==> src/rtl/alu_issue_ctrl.sv <==
// Issue/writeback stage in front of a 2-bit-opcode ALU: owns the register file,
// sequences READ -> EXEC -> WB per instruction and exposes load and debug ports.
module alu_issue_ctrl #(
   parameter int DATA_W     = 8,
   parameter int REG_ADDR_W = 2,
   localparam int NUM_REGS  = 2**REG_ADDR_W,
   localparam int INSTR_W   = 2 + 3*REG_ADDR_W
) (
   input  logic                  clk,
   input  logic                  rst_n,
   input  logic                  instr_valid,
   input  logic [INSTR_W-1:0]    instr,
   output logic                  instr_ready,
   input  logic                  ld_en,
   input  logic [REG_ADDR_W-1:0] ld_addr,
   input  logic [DATA_W-1:0]     ld_data,
   output logic [DATA_W-1:0]     alu_a,
   output logic [DATA_W-1:0]     alu_b,
   output logic [1:0]            alu_op,
   input  logic [DATA_W-1:0]     alu_result,
   output logic                  wb_valid,
   output logic [REG_ADDR_W-1:0] wb_addr,
   output logic [DATA_W-1:0]     wb_data,
   output logic                  zero_flag,
   output logic                  busy,
   input  logic [REG_ADDR_W-1:0] dbg_addr,
   output logic [DATA_W-1:0]     dbg_data
);

   typedef enum logic [1:0] {IDLE, READ, EXEC, WB} state_t;

   state_t                  state_q, state_d;
   logic [INSTR_W-1:0]      instr_q, instr_d;
   logic [DATA_W-1:0]       regs_q [NUM_REGS];
   logic [DATA_W-1:0]       regs_d [NUM_REGS];
   logic [DATA_W-1:0]       alu_a_q, alu_a_d;
   logic [DATA_W-1:0]       alu_b_q, alu_b_d;
   logic [1:0]              alu_op_q, alu_op_d;
   logic [DATA_W-1:0]       res_q, res_d;
   logic                    wb_valid_q, wb_valid_d;
   logic [REG_ADDR_W-1:0]   wb_addr_q, wb_addr_d;
   logic [DATA_W-1:0]       wb_data_q, wb_data_d;
   logic                    zero_q, zero_d;

   logic [1:0]              opc;
   logic [REG_ADDR_W-1:0]   rd, rs1, rs2;

   assign opc = instr_q[INSTR_W-1 -: 2];
   assign rd  = instr_q[3*REG_ADDR_W-1 -: REG_ADDR_W];
   assign rs1 = instr_q[2*REG_ADDR_W-1 -: REG_ADDR_W];
   assign rs2 = instr_q[REG_ADDR_W-1:0];

   always_comb begin
      state_d    = state_q;
      instr_d    = instr_q;
      regs_d     = regs_q;
      alu_a_d    = alu_a_q;
      alu_b_d    = alu_b_q;
      alu_op_d   = alu_op_q;
      res_d      = res_q;
      wb_valid_d = 1'b0;
      wb_addr_d  = wb_addr_q;
      wb_data_d  = wb_data_q;
      zero_d     = zero_q;

      // The load is applied first so a writeback to the same register overrides it.
      if (ld_en) begin
         regs_d[ld_addr] = ld_data;
      end

      case (state_q)
         IDLE: begin
            if (instr_valid) begin
               instr_d = instr;
               state_d = READ;
            end
         end
         READ: begin
            alu_a_d  = regs_q[rs1];
            alu_b_d  = regs_q[rs2];
            alu_op_d = opc;
            state_d  = EXEC;
         end
         EXEC: begin
            res_d   = alu_result;
            state_d = WB;
         end
         WB: begin
            regs_d[rd] = res_q;
            wb_valid_d = 1'b1;
            wb_addr_d  = rd;
            wb_data_d  = res_q;
            zero_d     = (res_q == '0);
            state_d    = IDLE;
         end
         default: begin
            state_d = IDLE;
         end
      endcase
   end

   always_ff @(posedge clk or negedge rst_n) begin
      if (!rst_n) begin
         state_q    <= IDLE;
         instr_q    <= '0;
         regs_q     <= '{default: '0};
         alu_a_q    <= '0;
         alu_b_q    <= '0;
         alu_op_q   <= 2'b00;
         res_q      <= '0;
         wb_valid_q <= 1'b0;
         wb_addr_q  <= '0;
         wb_data_q  <= '0;
         zero_q     <= 1'b0;
      end else begin
         state_q    <= state_d;
         instr_q    <= instr_d;
         regs_q     <= regs_d;
         alu_a_q    <= alu_a_d;
         alu_b_q    <= alu_b_d;
         alu_op_q   <= alu_op_d;
         res_q      <= res_d;
         wb_valid_q <= wb_valid_d;
         wb_addr_q  <= wb_addr_d;
         wb_data_q  <= wb_data_d;
         zero_q     <= zero_d;
      end
   end

   assign instr_ready = (state_q == IDLE);
   assign busy        = (state_q != IDLE);
   assign alu_a       = alu_a_q;
   assign alu_b       = alu_b_q;
   assign alu_op      = alu_op_q;
   assign wb_valid    = wb_valid_q;
   assign wb_addr     = wb_addr_q;
   assign wb_data     = wb_data_q;
   assign zero_flag   = zero_q;
   assign dbg_data    = regs_q[dbg_addr];

endmodule

==> config.mk <==
export PLATFORM = sky130hd
export DESIGN_NAME = alu_issue_ctrl
export DESIGN_NICKNAME = d
export VERILOG_FILES = /design/src/rtl/alu_issue_ctrl.sv
export SDC_FILE = /design/constraint.sdc
export NUM_CORES = 1
export LEC_CHECK = 0
export CAP_MARGIN = 15
export CORE_MARGIN = 2
export CORE_UTILIZATION = 50
export CTS_CLUSTER_SIZE = 30
export DETAILED_ROUTE_END_ITERATION = 8
export PLACE_DENSITY_LB_ADDON = 0.2
export SLEW_MARGIN = 30
export SYNTH_ARGS = -nofsm -noshare
export SYNTH_HDL_FRONTEND = slang
export SYNTH_SLANG_ARGS = --single-unit
==> constraint.sdc <==
create_clock -name clk -period 2 [get_ports clk]
set_clock_uncertainty 0.15 [all_clocks]
set_input_delay 0.4 -clock clk [delete_from_list [all_inputs] [get_ports clk]]
set_output_delay 0.4 -clock clk [all_outputs]
set_load 0.01 [all_outputs]
=== Word-level counts from Yosys, hierarchy flattened ===
Index checks and enable logic that the tools add are counted.

* $lt $le $gt $ge: 7
* Equal/unequal tests: 4
* Mux-type cells: 20
* Bitwise gates (word level): 5
* Reduce and logical (&&, ||, !) cells: 6

{| class="wikitable"
|+ Operators by type and width
! operator !! number
|-
| $bwmux W32 || 2
|-
| $mux W32 || 2
|-
| $mux W8 || 8
|-
| $bmux W8 S2 || 3
|-
| $demux W8 S2 || 2
|-
| $ge A3 B3 Y1 const B || 5
|-
| $not A2 Y3 || 5
|-
| $logic_not A8 Y1 || 1
|-
| $pmux W2 S4 || 1
|-
| $lt A3 B1 Y1 const B || 2
|-
| $eq A2 B2 Y1 const B || 2
|-
| $eq A2 B1 Y1 const B || 1
|-
| $logic_and A1 B1 Y1 || 2
|-
| $logic_not A2 Y1 || 1
|-
| $mux W2 || 1
|-
| $ne A2 B2 Y1 const B || 1
|-
| $reduce_and A2 Y1 || 1
|-
| $reduce_bool A2 Y1 || 1
|-
| $mux W1 || 1
|}

* Flip-flop bits (word level): 80
* Output and inout bits: 40

=== Depth between registers and ports, before layout ===
Gate-level depths: netlist of run 1.

* Depth in word-level cells: 9
* Depth in mapped cells: 7
* Mapped depth without buffers: 5

=== Least setup slack after synthesis of run 1 ===
No wires, ideal clock.

* Path kind: input to output
* Start: input port dbg_addr[0]
* End: output port dbg_data[0]
* Arrival: 1167 ps
* Path slack: 283 ps
* Cell stages on the path: 2
* Buffers on the path: 1
* Path through: buf_2 mux4_2

* Cells in the longest elaborated chain, start to end: 4

{| class="wikitable"
|+ Ends and longest elaborated chain
! what !! line !! text
|-
| start, declared || 26 || <nowiki>input logic [REG_ADDR_W-1:0] dbg_addr,</nowiki>
|-
| $not A2 Y3 (not written as such) || 139 || <nowiki>assign dbg_data = regs_q[dbg_addr];</nowiki>
|-
| $bmux W8 S2 || 139 ||
|-
| $mux W8 (not written as such) (2 in series) || 139 ||
|-
| end, declared || 27 || <nowiki>output logic [DATA_W-1:0] dbg_data</nowiki>
|}

No other way between the ends. The select of a mux whose other input is x is not followed.

=== Worst setup path after layout of run 1 ===
* Start: input port dbg_addr[0]
* End: output port dbg_data[4]

Same word-level chain as after synthesis.

==> out/results.md, run 1 <==
| Result | Reported | Unit |
|:---|:---|:---|
| Result of the run | complete, no violations | - |
| Yosys synthesis warning count | 0 | - |
| Detail Route Antenna Nets | 0 | - |
| Distinct cell type count of the synthesized netlist | 26 | - |
| Power density of the placed cells | 1678 | nW/um^2 |
| Post-Synthesis Mean Instance Area | 10.56 | sq um |
| Unrepaired setup endpoints after global routing | false | - |
| Number of antenna violations at the first check in global routing | 0 | - |
| Overall die height | 93.92 | um |
| Floorplan Core Area | 7767 | sq um |
| Pre-CTS setup slack | -0.6111 | ns |
| Deepest clock path buffer count | 2 | - |
| Leakage power | 2.401 | nW |
| Vias in the first global route | 3219 | - |
| GPL Wtd Cong | 0.8959 | - |
| Post-Synthesis Cells | 383 | - |
| Area Overhead vs Synth | 33.95 | % |
| Capturing element type of the critical path | output pin | - |
| Biggest area contributors in the synthesized netlist | dfrtp_1 50%, mux2_2 13%, nand2_1 6.2% | - |
| Number of slew-limit violations in the final report | 0 | - |
| Clock latency on the worst-skew pair | 0.35 | ns |
| Worst Path Arrival | 1.42 | ns |
| Remaining max-slew budget at the tightest pin | 51.27 | % |
| Global-route usage over all layers | 24.97 | % |
| Post-synthesis async set-or-reset flop share | 100.0 | % |
| Fin crit share | 98.34 | % |
| Depth of the most critical reg-to-reg path | 5 | - |
| Total clock buffers created by CTS | 9 | - |
| Die area | 8821 | sq um |
| Final worst path period need | 1.967 | ns |
| Number of ports placed on the die boundary | 72 | - |
| CTS tree | built | - |
| DRC violations left | 0 | - |
| Cell area after technology mapping | 4043 | sq um |
| Share of the synthesized area in the top cell type | 49.52 | % |
| Via count normalized by instance count | 5.498 | - |
| Final #Nets | 532 | - |
| Count of flip-flops with a built-in enable after synthesis | 0 | - |
| Syn_nets | 420 | - |
| Critical Path RT | 1.45 | ns |
| Largest voltage drop on the vdd net | 0.0008546 | V |
| Overall die width | 93.92 | um |
| Global-route wire length before repair | 16.88 | mm |
| Number of standard cells in the final layout excluding fillers | 602 | - |
| Count leader, synth | dfrtp_1 | - |
| Vias | 3310 | - |
| Total area of multi-input combinational cells | 1906 | sq um |
| Clock Sink Count | 80 | - |
| Layout cells sized above 1 | 27.80 | % |
| Worst-path fanout max | 7 | - |
| Routed Wire Length | 10.33 | mm |
| Final-layout fill cell count | 576 | - |
| Starting utilization of the core area | 52.05 | % |
| Cell total after placement | 574 | - |
| H-tree levels | 3 | - |
| WL per Instance | 17.16 | um |
| Clock-pin slew on the worst setup and hold paths | 0.09 | ns |
| Final setup violation count | 0 | - |
| Synth cell count leaders | 80 x dfrtp_1, 67 x nand2_1, 45 x mux2_2 | - |
| Detailed-routing iteration count for the pre-antenna-repair pass | 6 | - |
| Total global routing overflow | 0 | - |
| N_diodes | 0 | - |
| Crit path kind | in -> out | - |
| Maximum frequency from static timing analysis | 508.5 | MHz |
| Max Cap Viol | 0 | - |
| Type of the tightest min-delay check | in -> async | - |
| Cell type with the largest total area after synthesis | dfrtp_1 | - |
| Actual slew at the worst max-slew pin | 0.7310 | ns |
| Initial detailed-routing violation count | 241 | - |
| Sequential element share of the synthesized area | 49.52 | % |
| Number of register bits inferred by synthesis | 80 | - |
| Count of buffers inserted at the top-level ports | 71 | - |
| Root buffer cell | clkbuf_8 | - |
| Placed wire-length estimate after detailed placement | 7.505 | mm |
| Post-route setup slack | 0.03325 | ns |
| Final Hold Vio Count | 0 | - |
| Reg area | 2002 | sq um |
| Most used flip-flop cell after synthesis | dfrtp_1 | - |
| Maximum number of pins on one net before global-route repair | 34 | - |
| Std-Cell Rows | 32 | - |
| CP startpoint kind | input port | - |
-- report_power, final --
part	switching [mW]	internal (mW)	total (mW)	leakage [nW]
logic	1.90	2.52	4.43	1.32
registers	0.738	2.45	3.19	0.957
clock network	0.602	0.870	1.47	0.123
-- critical path: stages --
cell	delay [ns]
clkdlybuf4s15_1	0.20
buf_12	0.14
mux4_2	0.53
buf_6	0.14
-- final timing paths --
path                                     endpoint  slack, ns                   start
setup / recovery                      dbg_data[4]       0.03             dbg_addr[0]
hold / removal             instr_q[7]$_DFFE_PN0P_       0.36                   rst_n
setup reg to reg             alu_a[7]$_DFFE_PN0N_       0.14  state_q[1]$_DFFE_PN0P_
hold reg to reg             alu_op[1]$_DFFE_PN0N_       0.36  instr_q[7]$_DFFE_PN0P_
max in group asynchronous    regs_q[29]$_DFF_PN0_       0.69                   rst_n
min in group clk            alu_op[1]$_DFFE_PN0N_       0.36  instr_q[7]$_DFFE_PN0P_
-- layout make-up --
type / instances / share of cell area (%)
Clock buffer: 10 / 2.542
Sequential cell: 80 / 36.97
Inverter: 4 / 0.2773
Multi-Input combinational cell: 274 / 35.19
Clock inverter: 6 / 2.126
Tap cell: 102 / 2.357
Timing Repair Buffer: 126 / 20.54
-- sequential cells by signal (all words and copies together), names as in the netlist, 8 cells and up --
signal / cells
regs_q: 32
alu_a: 8
alu_b: 8
instr_q: 8
res_q: 8
wb_data: 8
-- kinds of logic after synthesis --
family / count (synthesis) / share of synthesized area [%]
adders and majority gates: 5 / 1.548
muxes: 69 / 20.95
and+or+nand+nor: 134 / 15.07
AOI/OAI and AO/OA: 66 / 9.316
buffers and inverters: 29 / 3.590
DFF: 80 / 49.52
-- layout by cell type (no fill, tap or decap), types with 2 or more instances in the layout --
cell and count:
dfrtp_1 80, nand2_1 67, clkdlybuf4s50_1 58, buf_4 53
mux2_2 45, nor2_1 31, a31oi_1 31, nor2b_1 19
a21oi_1 17, o21ai_0 17, mux2i_1 16, clkbuf_8 10
mux4_2 8, buf_2 7, nand3b_1 4, ha_1 4
inv_1 3, bufinv_16 3, and3b_1 2, nand3_1 2
nor4_1 2, clkdlybuf4s15_1 2, dlygate4sd2_1 2, buf_12 2
-- per-stage QoR --
| step | util, % | total power [mW] | TNS [ns] | instance area [sq um] | hold slack [ns] |
|---|---|---|---|---|---|
| 4_1_cts | 69.04 | 9.005 | -0.001191 | 5363 | 0.3570 |
| 5_1_grt | 69.72 | 9.693 | 0 | 5415 | 0.3792 |
| 3_5_place_dp | 65.61 | 7.512 | -4.734 | 5096 | 0.1942 |
| 3_3_place_gp | 65.61 | 7.369 | -4.693 | 5096 | 0.1880 |
| 6_report | 69.72 | 9.087 | 0 | 5415 | 0.3578 |
| 2_1_floorplan | - | 5.491 | 0 | 4043 | -0.04559 |
-- routing by layer --
metal	vias up	share of wire [%]	global-route usage [%]	wire [um]
li1	1569	-	-	-
met1	1588	46	36.65	4747
met2	139	46	37.98	4802
met3	14	6.5	4.575	675
met4	0	1.0	7.488	104
met5	-	0	0	0
-- what timing repair did --
action | 4_1_cts | 5_1_grt
hold buffers | 1 | 0
gates resized for setup | 39 | 4
hold endpoints to repair | 25 | 0
setup buffers | 6 | 5
pin swaps | 0 | 2
setup endpoints to repair | 10 | 24
Note: power is estimated with default switching activity, not from simulation.
==> run 2: changes to the inputs <==
--- a/config.mk
+++ b/config.mk
@@ -6,8 +6,10 @@
 export NUM_CORES = 1
 export LEC_CHECK = 0
 export CAP_MARGIN = 15
+export CELL_PAD_IN_SITES_DETAIL_PLACEMENT = 0
+export CELL_PAD_IN_SITES_GLOBAL_PLACEMENT = 1
 export CORE_MARGIN = 2
-export CORE_UTILIZATION = 50
+export CORE_UTILIZATION = 41
 export CTS_CLUSTER_SIZE = 30
 export DETAILED_ROUTE_END_ITERATION = 8
 export PLACE_DENSITY_LB_ADDON = 0.2
==> run 2 against run 1 <==
Global-route usage down 4.5 points; wire length down 3.0%; non-clock buffer count down 2; register-to-register slack better by 0.03 ns; critical path depth down 2; flip-flop and latch count unchanged; highest routed layer unchanged; cell area down 1.1%; hold slack worse by 0.037 ns.
==> out/results.md, run 2 (same netlist as run 1, synthesis figures left out) <==
| Result | Reported | Unit |
|:---|:---|:---|
| R2r setup slk | 0.17 | ns |
| Core Util, Final | 55.30 | % |
| DRC violations left | 0 | - |
| Final #Nets | 530 | - |
| Std-Cell Rows | 36 | - |
| Clock-pin slew on the worst setup and hold paths | 0.08 | ns |
| Clock latency on the worst-skew pair | 0.35 | ns |
| Final worst path period need | 1.930 | ns |
| Starting utilization of the core area | 41.74 | % |
| Cell total after placement | 610 | - |
| Unrepaired setup endpoints after global routing | false | - |
| Fin crit share | 96.49 | % |
| CTS tree | built | - |
| Actual slew at the worst max-slew pin | 0.7304 | ns |
| Overall die height | 103.3 | um |
| Overall die width | 103.3 | um |
| Vias | 3219 | - |
| Crit path kind | reg -> out | - |
| Global-route usage over all layers | 20.50 | % |
| CP startpoint kind | flop | - |
| Initial detailed-routing violation count | 216 | - |
| Most flops, register | regs_q | - |
| Capturing element type of the critical path | output pin | - |
| Type of the tightest min-delay check | in -> async | - |
| Routed Wire Length | 10.02 | mm |
| Total global routing overflow | 0 | - |
| Die area | 10670 | sq um |
| H-tree levels | 3 | - |
| Detail Route Antenna Nets | 0 | - |
| Maximum number of pins on one net before global-route repair | 32 | - |
| Max Cap Viol | 0 | - |
| PnR Total Power | 8.614 | mW |
| Area Overhead vs Synth | 32.47 | % |
| RR Endpoint | regs_q[7]$_DFF_PN0_ | - |
| Via count normalized by instance count | 5.110 | - |
| Root buffer cell | clkbuf_8 | - |
| Worst-path fanout max | 2 | - |
| Final Hold Vio Count | 0 | - |
| Number of antenna violations at the first check in global routing | 0 | - |
| Layout cells sized above 1 | 26.96 | % |
| Leakage power | 2.360 | nW |
| Commonest non-fill, non-tap cell in the layout | dfrtp_1 | - |
| Remaining max-slew budget at the tightest pin | 51.31 | % |
| Number of slew-limit violations in the final report | 0 | - |
| Critical path startpoint | regs_q[12]$_DFF_PN0_ | - |
| Largest register FFs | 32 | - |
| Number of standard cells in the final layout excluding fillers | 630 | - |
| Number of ports placed on the die boundary | 72 | - |
| N_diodes | 0 | - |
| Critical Path RT | 1.45 | ns |
| GPL Wtd Cong | 0.8445 | - |
| Worst Path Arrival | 1.38 | ns |
| Crit Reg-Reg Startpoint | state_q[1]$_DFFE_PN0P_ | - |
| Count of buffers inserted at the top-level ports | 71 | - |
| Result of the run | complete, no violations | - |
| Final setup violation count | 0 | - |
| Largest voltage drop on the vdd net | 0.0007766 | V |
| Power density of the placed cells | 1609 | nW/um^2 |
| Placed wire-length estimate after detailed placement | 7.585 | mm |
| Depth of the most critical reg-to-reg path | 5 | - |
| Total clock buffers created by CTS | 9 | - |
| Deepest clock path buffer count | 2 | - |
| Vias in the first global route | 3162 | - |
| Detailed-routing iteration count for the pre-antenna-repair pass | 5 | - |
| Clock Sink Count | 80 | - |
| WL per Instance | 15.90 | um |
| Floorplan Core Area | 9684 | sq um |
| Maximum frequency from static timing analysis | 518.2 | MHz |
| Global-route wire length before repair | 16.57 | mm |
| Commonest non-fill, non-tap cells in the layout | 80 x dfrtp_1, 67 x nand2_1, 58 x clkdlybuf4s50_1 | - |
[run 2: area by class of cell]
| class | instances | area, sq um |
|---|---|---|
| Clock buffer | 12 | 155.1 |
| Clock inverter | 3 | 17.52 |
| Fill cell | 871 | 4329 |
| Inverter | 4 | 15.01 |
| Multi-Input combinational cell | 274 | 1901 |
| Sequential cell | 80 | 2002 |
| Tap cell | 133 | 166.4 |
| Timing Repair Buffer | 124 | 1099 |
[run 2: worst max path at each step]
stage,depth (start not counted),to
floorplan,2,dbg_data[0]
global placement,4,dbg_data[6]
detailed placement,4,dbg_data[4]
CTS,4,dbg_data[4]
global route,4,busy
finish,2,dbg_data[4]
[run 2: stage by stage]
stage | cell area, sq um | setup WS (ns) | setup TNS, ns | hold WS (ns)
6_report | 5355 | 0.07013 | 0 | 0.3206
5_1_grt | 5355 | 0.01599 | 0 | 0.3282
4_1_cts | 5334 | 0.02702 | 0 | 0.3070
3_5_place_dp | 5172 | -0.6129 | -4.803 | 0.1476
3_3_place_gp | 5172 | -0.6111 | -4.716 | 0.1463
2_1_floorplan | 4043 | 0.2829 | 0 | -0.04559
[run 2: report_power, final]
group / total [mW] / switching, mW / leakage [nW] / internal (mW)
Combinational: 4.38 / 1.85 / 1.31 / 2.52
Clock: 1.08 / 0.571 / 0.0882 / 0.509
Sequential: 3.16 / 0.708 / 0.957 / 2.45
[run 2: timing repair]
action,4_1_cts,5_1_grt
setup buffers,2,2
endpoints found under the hold margin,16,0
hold buffers,1,0
cloned,0,0
setup endpoints to repair,10,20
gates resized for setup,39,4
pin swaps,0,2
[run 2: critical path, stage by stage (launching register included)]
cell and delay (ns):
dfrtp_1 0.40, mux4_2 0.49, buf_6 0.14
[run 2: routing by layer]
layer  track usage, %  vias up  share of wire, %
li1                 -     1564                 -
met1            30.94     1556                50
met2            29.57       91                44
met3            3.226        8               4.8
met4            8.097        0              0.97
met5                0        -                 0
